[src/rtl/video_pattern_gen.sv]
// Parametrised video timing generator with runtime-selectable RGB test patterns.
// Produces registered de/hs/vs/rgb one cycle after the h/v counter state.
module video_pattern_gen #(
  parameter int          H_ACTIVE   = 64,
  parameter int          H_FP       = 4,
  parameter int          H_SYNC     = 8,
  parameter int          H_BP       = 4,
  parameter int          V_ACTIVE   = 64,
  parameter int          V_FP       = 2,
  parameter int          V_SYNC     = 2,
  parameter int          V_BP       = 2,
  parameter bit          HS_POL     = 1'b1,
  parameter bit          VS_POL     = 1'b1,
  parameter int          CHECK_LOG2 = 3,
  parameter logic [23:0] SOLID_RGB  = 24'h808080
) (
  input  logic       hdmi_clk,
  input  logic       rst,
  input  logic       enable,
  input  logic [1:0] mode,
  output logic       hdmi_de,
  output logic       hdmi_hs,
  output logic       hdmi_vs,
  output logic [7:0] hdmi_r,
  output logic [7:0] hdmi_g,
  output logic [7:0] hdmi_b,
  output logic       frame_start,
  output logic [1:0] cur_mode
);

  localparam int H_TOTAL = H_ACTIVE + H_FP + H_SYNC + H_BP;
  localparam int V_TOTAL = V_ACTIVE + V_FP + V_SYNC + V_BP;
  localparam int HW      = $clog2(H_TOTAL);
  localparam int VW      = $clog2(V_TOTAL);

  localparam logic [HW-1:0] H_LAST   = HW'(H_TOTAL - 1);
  localparam logic [HW-1:0] H_ACT    = HW'(H_ACTIVE);
  localparam logic [HW-1:0] HS_START = HW'(H_ACTIVE + H_FP);
  localparam logic [HW-1:0] HS_END   = HW'(H_ACTIVE + H_FP + H_SYNC);
  localparam logic [HW-1:0] BAR_W    = HW'(H_ACTIVE / 8);
  localparam logic [VW-1:0] V_LAST   = VW'(V_TOTAL - 1);
  localparam logic [VW-1:0] V_ACT    = VW'(V_ACTIVE);
  localparam logic [VW-1:0] VS_START = VW'(V_ACTIVE + V_FP);
  localparam logic [VW-1:0] VS_END   = VW'(V_ACTIVE + V_FP + V_SYNC);

  logic [HW-1:0] h_q, h_d;
  logic [VW-1:0] v_q, v_d;
  logic [1:0]    cur_mode_q, cur_mode_d;
  logic          de_q, de_d, hs_q, hs_d, vs_q, vs_d, fs_q, fs_d;
  logic [23:0]   rgb_q, rgb_d;

  logic          at_origin, active, in_hs, in_vs, chk_odd;
  logic [1:0]    mode_eff;
  logic [2:0]    bar_idx;
  logic [7:0]    ramp;
  logic [23:0]   bar_rgb, pix_rgb;

  assign at_origin = (h_q == '0) && (v_q == '0);
  assign active    = (h_q < H_ACT) && (v_q < V_ACT);
  assign in_hs     = (h_q >= HS_START) && (h_q < HS_END);
  assign in_vs     = (v_q >= VS_START) && (v_q < VS_END);
  // The (0,0) pixel already uses the mode being latched on that same cycle.
  assign mode_eff  = at_origin ? mode : cur_mode_q;

  assign bar_idx = 3'(h_q / BAR_W);
  assign ramp    = 8'(h_q);
  assign chk_odd = (((32'(h_q) ^ 32'(v_q)) >> CHECK_LOG2) & 32'd1) != 32'd0;

  always_comb begin
    case (bar_idx)
      3'd0:    bar_rgb = 24'hFFFFFF;
      3'd1:    bar_rgb = 24'hFFFF00;
      3'd2:    bar_rgb = 24'h00FFFF;
      3'd3:    bar_rgb = 24'h00FF00;
      3'd4:    bar_rgb = 24'hFF00FF;
      3'd5:    bar_rgb = 24'hFF0000;
      3'd6:    bar_rgb = 24'h0000FF;
      default: bar_rgb = 24'h000000;
    endcase
  end

  always_comb begin
    case (mode_eff)
      2'd0:    pix_rgb = SOLID_RGB;
      2'd1:    pix_rgb = bar_rgb;
      2'd2:    pix_rgb = {ramp, ramp, ramp};
      default: pix_rgb = chk_odd ? 24'h000000 : 24'hFFFFFF;
    endcase
  end

  always_comb begin
    // NOTE: every output of this block gets a default first, so no path can infer a latch.
    h_d        = '0;
    v_d        = '0;
    cur_mode_d = cur_mode_q;
    de_d       = 1'b0;
    hs_d       = !HS_POL;
    vs_d       = !VS_POL;
    rgb_d      = '0;
    fs_d       = 1'b0;
    if (enable) begin
      if (at_origin) cur_mode_d = mode;
      de_d  = active;
      hs_d  = in_hs ? HS_POL : !HS_POL;
      vs_d  = in_vs ? VS_POL : !VS_POL;
      rgb_d = active ? pix_rgb : '0;
      fs_d  = at_origin;
      if (h_q == H_LAST) begin
        v_d = (v_q == V_LAST) ? '0 : v_q + 1'b1;
      end else begin
        h_d = h_q + 1'b1;
        v_d = v_q;
      end
    end
  end

  // NOTE: state updates use non-blocking assignments; reset is synchronous and beats enable.
  always_ff @(posedge hdmi_clk) begin
    if (rst) begin
      h_q        <= '0;
      v_q        <= '0;
      cur_mode_q <= 2'd0;
      de_q       <= 1'b0;
      hs_q       <= !HS_POL;
      vs_q       <= !VS_POL;
      rgb_q      <= '0;
      fs_q       <= 1'b0;
    end else begin
      h_q        <= h_d;
      v_q        <= v_d;
      cur_mode_q <= cur_mode_d;
      de_q       <= de_d;
      hs_q       <= hs_d;
      vs_q       <= vs_d;
      rgb_q      <= rgb_d;
      fs_q       <= fs_d;
    end
  end

  assign hdmi_de     = de_q;
  assign hdmi_hs     = hs_q;
  assign hdmi_vs     = vs_q;
  assign hdmi_r      = rgb_q[23:16];
  assign hdmi_g      = rgb_q[15:8];
  assign hdmi_b      = rgb_q[7:0];
  assign frame_start = fs_q;
  assign cur_mode    = cur_mode_q;

endmodule

[config.mk]
export PLATFORM = sky130hd
export DESIGN_NAME = video_pattern_gen
export DESIGN_NICKNAME = d
export VERILOG_FILES = /design/src/rtl/video_pattern_gen.sv
export SDC_FILE = /design/constraint.sdc
export NUM_CORES = 1
export LEC_CHECK = 0
export ABC_AREA = 0
export CORE_MARGIN = 2
export CORE_UTILIZATION = 48
export CTS_BUF_LIST = sky130_fd_sc_hd__clkbuf_2
export CTS_CLUSTER_SIZE = 28
export DETAILED_ROUTE_END_ITERATION = 10
export HOLD_SLACK_MARGIN = 0.12
export PLACE_DENSITY = 0.77
export SYNTH_ARGS = -nofsm -noshare
export SYNTH_HDL_FRONTEND = slang
export SYNTH_SLANG_ARGS = --single-unit
export TNS_END_PERCENT = 1
[constraint.sdc]
create_clock -name hdmi_clk -period 2 [get_ports hdmi_clk]
set_clock_uncertainty 0.15 [all_clocks]
set_input_delay 0.2 -clock hdmi_clk [delete_from_list [all_inputs] [get_ports hdmi_clk]]
set_output_delay 0.2 -clock hdmi_clk [all_outputs]
set_load 0.01 [all_outputs]
==> results.py <==
metrics = {
    "run_status": {
        "run_status": "finished with violations",
        "violations": "negative setup slack",
    },
    "final_layout": {
        "final_nets": 280,
        "syn2layout_area_growth_pct": 38.1,
        "final_util_pct": 69.5,
        "stdcell_count": 319,
        "drive_gt1_share_pct": 21.8,
        "n_fill_cell": 292,
        "diodes": 0,
    },
    "floorplan": {
        "dieArea_um2": 4410,
        "ioPinCount": 35,
        "row_count": 22,
        "die_h_um": 66.4,
        "start_util_pct": 50.3,
        "fp.coreArea_um2": 3720,
        "die_width_um": 66.4,
    },
    "logic_synthesis": {
        "synth_cell_types": 38,
        "ys_seq_elements": 44,
        "synthArstFlopShare_pct": 0,
        "syn-instance-count": 204,
        "avgSynthCellArea_um2": 9.17,
        "synth-edff-count": 0,
        "netlist_area_um2": 1870,
        "yosysSeqAreaShare_pct": 47.1,
        "yosys_warnings": 0,
        "syn_nets": 214,
        "synth_ff_type": "dfxtp_1",
    },
    "place": {
        "port_buffers": 34,
        "gp_congestion": 0.836,
        "dp_hpwl_um": 3050,
        "dp_cells": 306,
    },
    "clock_tree": {
        "h-tree-depth": 2,
        "clock_sinks": 44,
        "clk_latency_ns": 0.41,
        "numCtsBuffers": 5,
        "clk_pin_slew_ns": 0.22,
        "clockBufferDepth": 2,
        "cts-root-buf": "clkbuf_2",
        "cts_tree": "yes",
        "hold_buffers": 0,
    },
    "worst_setup_path": {
        "critPathSlowestCell": "mux2_4",
        "cp_slowest_stage_delay_ns": 0.41,
        "path_buf_inv": 2,
        "r2r_cells": 8,
        "crit_family": "simple AND/OR/NAND/NOR gates",
        "worstReg2RegEnd": "rgb_q[15]$_SDFF_PP0_",
        "critical_path_class": "reg -> reg",
        "critical_path.cell_chain": "inv_1 > ha_1 > nor4bb_4 > nand4_4 > mux2_4 > buf_4 > a21o_1 > a21oi_2",
        "worstReg2RegStart": "v_q[0]$_SDFFE_PP0P_",
        "cp-start-kind": "flop",
        "critPathCaptureType": "flop",
        "crit_fanout": 6,
        "arrival_ns": 2.37,
        "r2r_slack_ns": -0.17,
        "required_ns": 2.19,
    },
    "timing": {
        "final.min_clock_period_ns": 2.17,
        "max_freq_mhz": 460,
        "setup_violations": 23,
        "setup_tns_ns": -2.55,
        "tightest_slew_ns": 0.493,
        "period_share_pct": 109,
        "hold_viol": 0,
        "rsz0062_at_grt": "true",
        "slew_violations": 0,
        "max-slew-margin-rel_pct": 66.8,
        "worst_slack_ns": -0.174,
    },
    "routing": {
        "wl_met2_um": 1740,
        "top_layer": "met4",
        "finalWirelength_um": 3980,
        "wl_per_cell_um": 12.5,
        "first_pass_iters": 4,
        "vias_per_cell": 5.06,
        "wl_met3_um": 167,
        "drt-met1-wl_um": 2020,
        "vias": 1613,
        "drt_iter0_markers": 55,
        "postRouteAntennaNets": 0,
        "drc_errors": 0,
    },
    "global_routing": {
        "grt_usage_pct": 19.9,
        "grt.overflow.total": 0,
        "grt_max_degree": 16,
        "grt_pass1_wl_um": 6560,
        "antenna_found_initial": 0,
        "grt_pass1_vias": 1380,
    },
    "hold_path": {
        "hold_class": "in -> reg",
        "whs_path_depth": 2,
        "hold_start": "rst",
        "whs_endpoint": "cur_mode[1]$_SDFFE_PP0P_",
    },
    "pwr": {
        "p_total_uw": 1540,
        "ir_worst_vdd_mv": 0.409,
        "p_per_area_nw_per_um2": 595,
        "p_leak_uw": 0.00104,
    },
    "flow_run": {
        "cap_violations": 0,
    },
}
-- report_power, final --
part	internal, µW	switching, µW	leakage, µW
registers	910	12.9	0.000361
logic	147	112	0.000653
clock network	87.2	268	0.0000266
total	1140	393	0.00104
-- state kept, by name (all words and copies together) (netlist names) --
name and cells:
frame_start 1, hdmi_hs 1, hdmi_vs 1, rgb_q 24, hdmi_de 1, cur_mode 2
h_q 7, v_q 7
-- routing by layer --
layer	global-route usage [%]	up-vias
met5	0	-
li1	-	829
met2	30.4	43
met1	27.5	735
met4	6.89	0
met3	4.60	6
-- timing repair --
item	in CTS	in global routing
resized for setup	3	12
buffers inserted	3	2
endpoints found under the setup margin	23	28
pin swaps	2	4
-- layout by cell type (no fill, tap or decap), types with 4 or more instances in the layout --
master / count
clkbuf_2: 6
nand3_1: 6
ha_1: 5
buf_4: 30
mux2i_1: 6
o21ai_0: 9
a21oi_1: 13
clkdlybuf4s50_1: 34
inv_1: 9
nand2_1: 19
nor3_1: 4
dfxtp_1: 41
and3_1: 4
nand2b_1: 4
nor2_1: 23
xnor2_1: 10
-- metrics by stage --
stage / hold WS (ns) / cell area (µm²) / setup slack, ns
2_1_floorplan: 0.122 / 1880 / -0.0583
6_report: 0.240 / 2580 / -0.174
3_3_place_gp: 0.329 / 2450 / -0.126
4_1_cts: 0.229 / 2530 / -0.135
3_5_place_dp: 0.329 / 2450 / -0.147
5_1_grt: 0.248 / 2580 / -0.240
-- logic make-up after synthesis --
kind of cell               count (synthesis)  synth area share, %
AOI/OAI and AO/OA                         39                 12.1
xor gates and xnor gates                  11                 5.15
adders and majority gates                  5                 3.34
buffers and inverters                     18                 4.62
DFF                                       44                 47.1
muxes                                      9                 5.82
and+or+nand+nor                           78                 21.9
-- synth_stat cells (2+ instances only) --
master / instances / area, µm²
xnor2_1: 10 / 87.6
o22ai_1: 2 / 12.5
nand4_1: 2 / 12.5
nor4_1: 2 / 12.5
and3_1: 4 / 25.0
a21oi_1: 15 / 75.1
mux2i_1: 6 / 60.1
nor3_1: 5 / 25.0
a22oi_1: 2 / 15.0
buf_2: 3 / 15.0
nand2b_1: 4 / 25.0
ha_1: 5 / 62.6
a211oi_1: 3 / 22.5
nand3_1: 7 / 35.0
nor2b_1: 3 / 18.8
a21o_1: 2 / 15.0
nor2_1: 23 / 86.3
dfxtp_1: 44 / 881
nand2_1: 19 / 71.3
clkbuf_1: 3 / 11.3
buf_6: 2 / 22.5
inv_1: 10 / 37.5
o2bb2ai_1: 2 / 17.5
o21ai_0: 12 / 60.1
-- worst max path at each step --
| stage | startpoint | to | slack [ns] | cells past startpoint |
|---|---|---|---|---|
| 2_1_floorplan | v_q[0]$_SDFFE_PP0P_ | rgb_q[21]$_SDFF_PP0_ | -0.06 | 8 |
| 3_3_place_gp | v_q[0]$_SDFFE_PP0P_ | rgb_q[15]$_SDFF_PP0_ | -0.13 | 8 |
| 3_5_place_dp | v_q[0]$_SDFFE_PP0P_ | rgb_q[15]$_SDFF_PP0_ | -0.15 | 8 |
| 4_1_cts | h_q[0]$_SDFF_PP0_ | rgb_q[15]$_SDFF_PP0_ | -0.13 | 8 |
| 5_1_grt | v_q[0]$_SDFFE_PP0P_ | rgb_q[7]$_SDFF_PP0_ | -0.24 | 8 |
| 6_report | v_q[0]$_SDFFE_PP0P_ | rgb_q[15]$_SDFF_PP0_ | -0.17 | 8 |
-- cell type report --
cell class / count / area (µm²) / share of cell area, %
Multi-Input combinational cell: 142 / 952 / 36.9
Sequential cell: 44 / 885 / 34.2
Timing Repair Buffer: 67 / 608 / 23.5
Tap cell: 48 / 60.1 / 2.32
Inverter: 10 / 37.5 / 1.45
Clock buffer: 6 / 30.0 / 1.16
Clock inverter: 2 / 11.3 / 0.436
No activity file was read; power rests on OpenSTA's default activity.
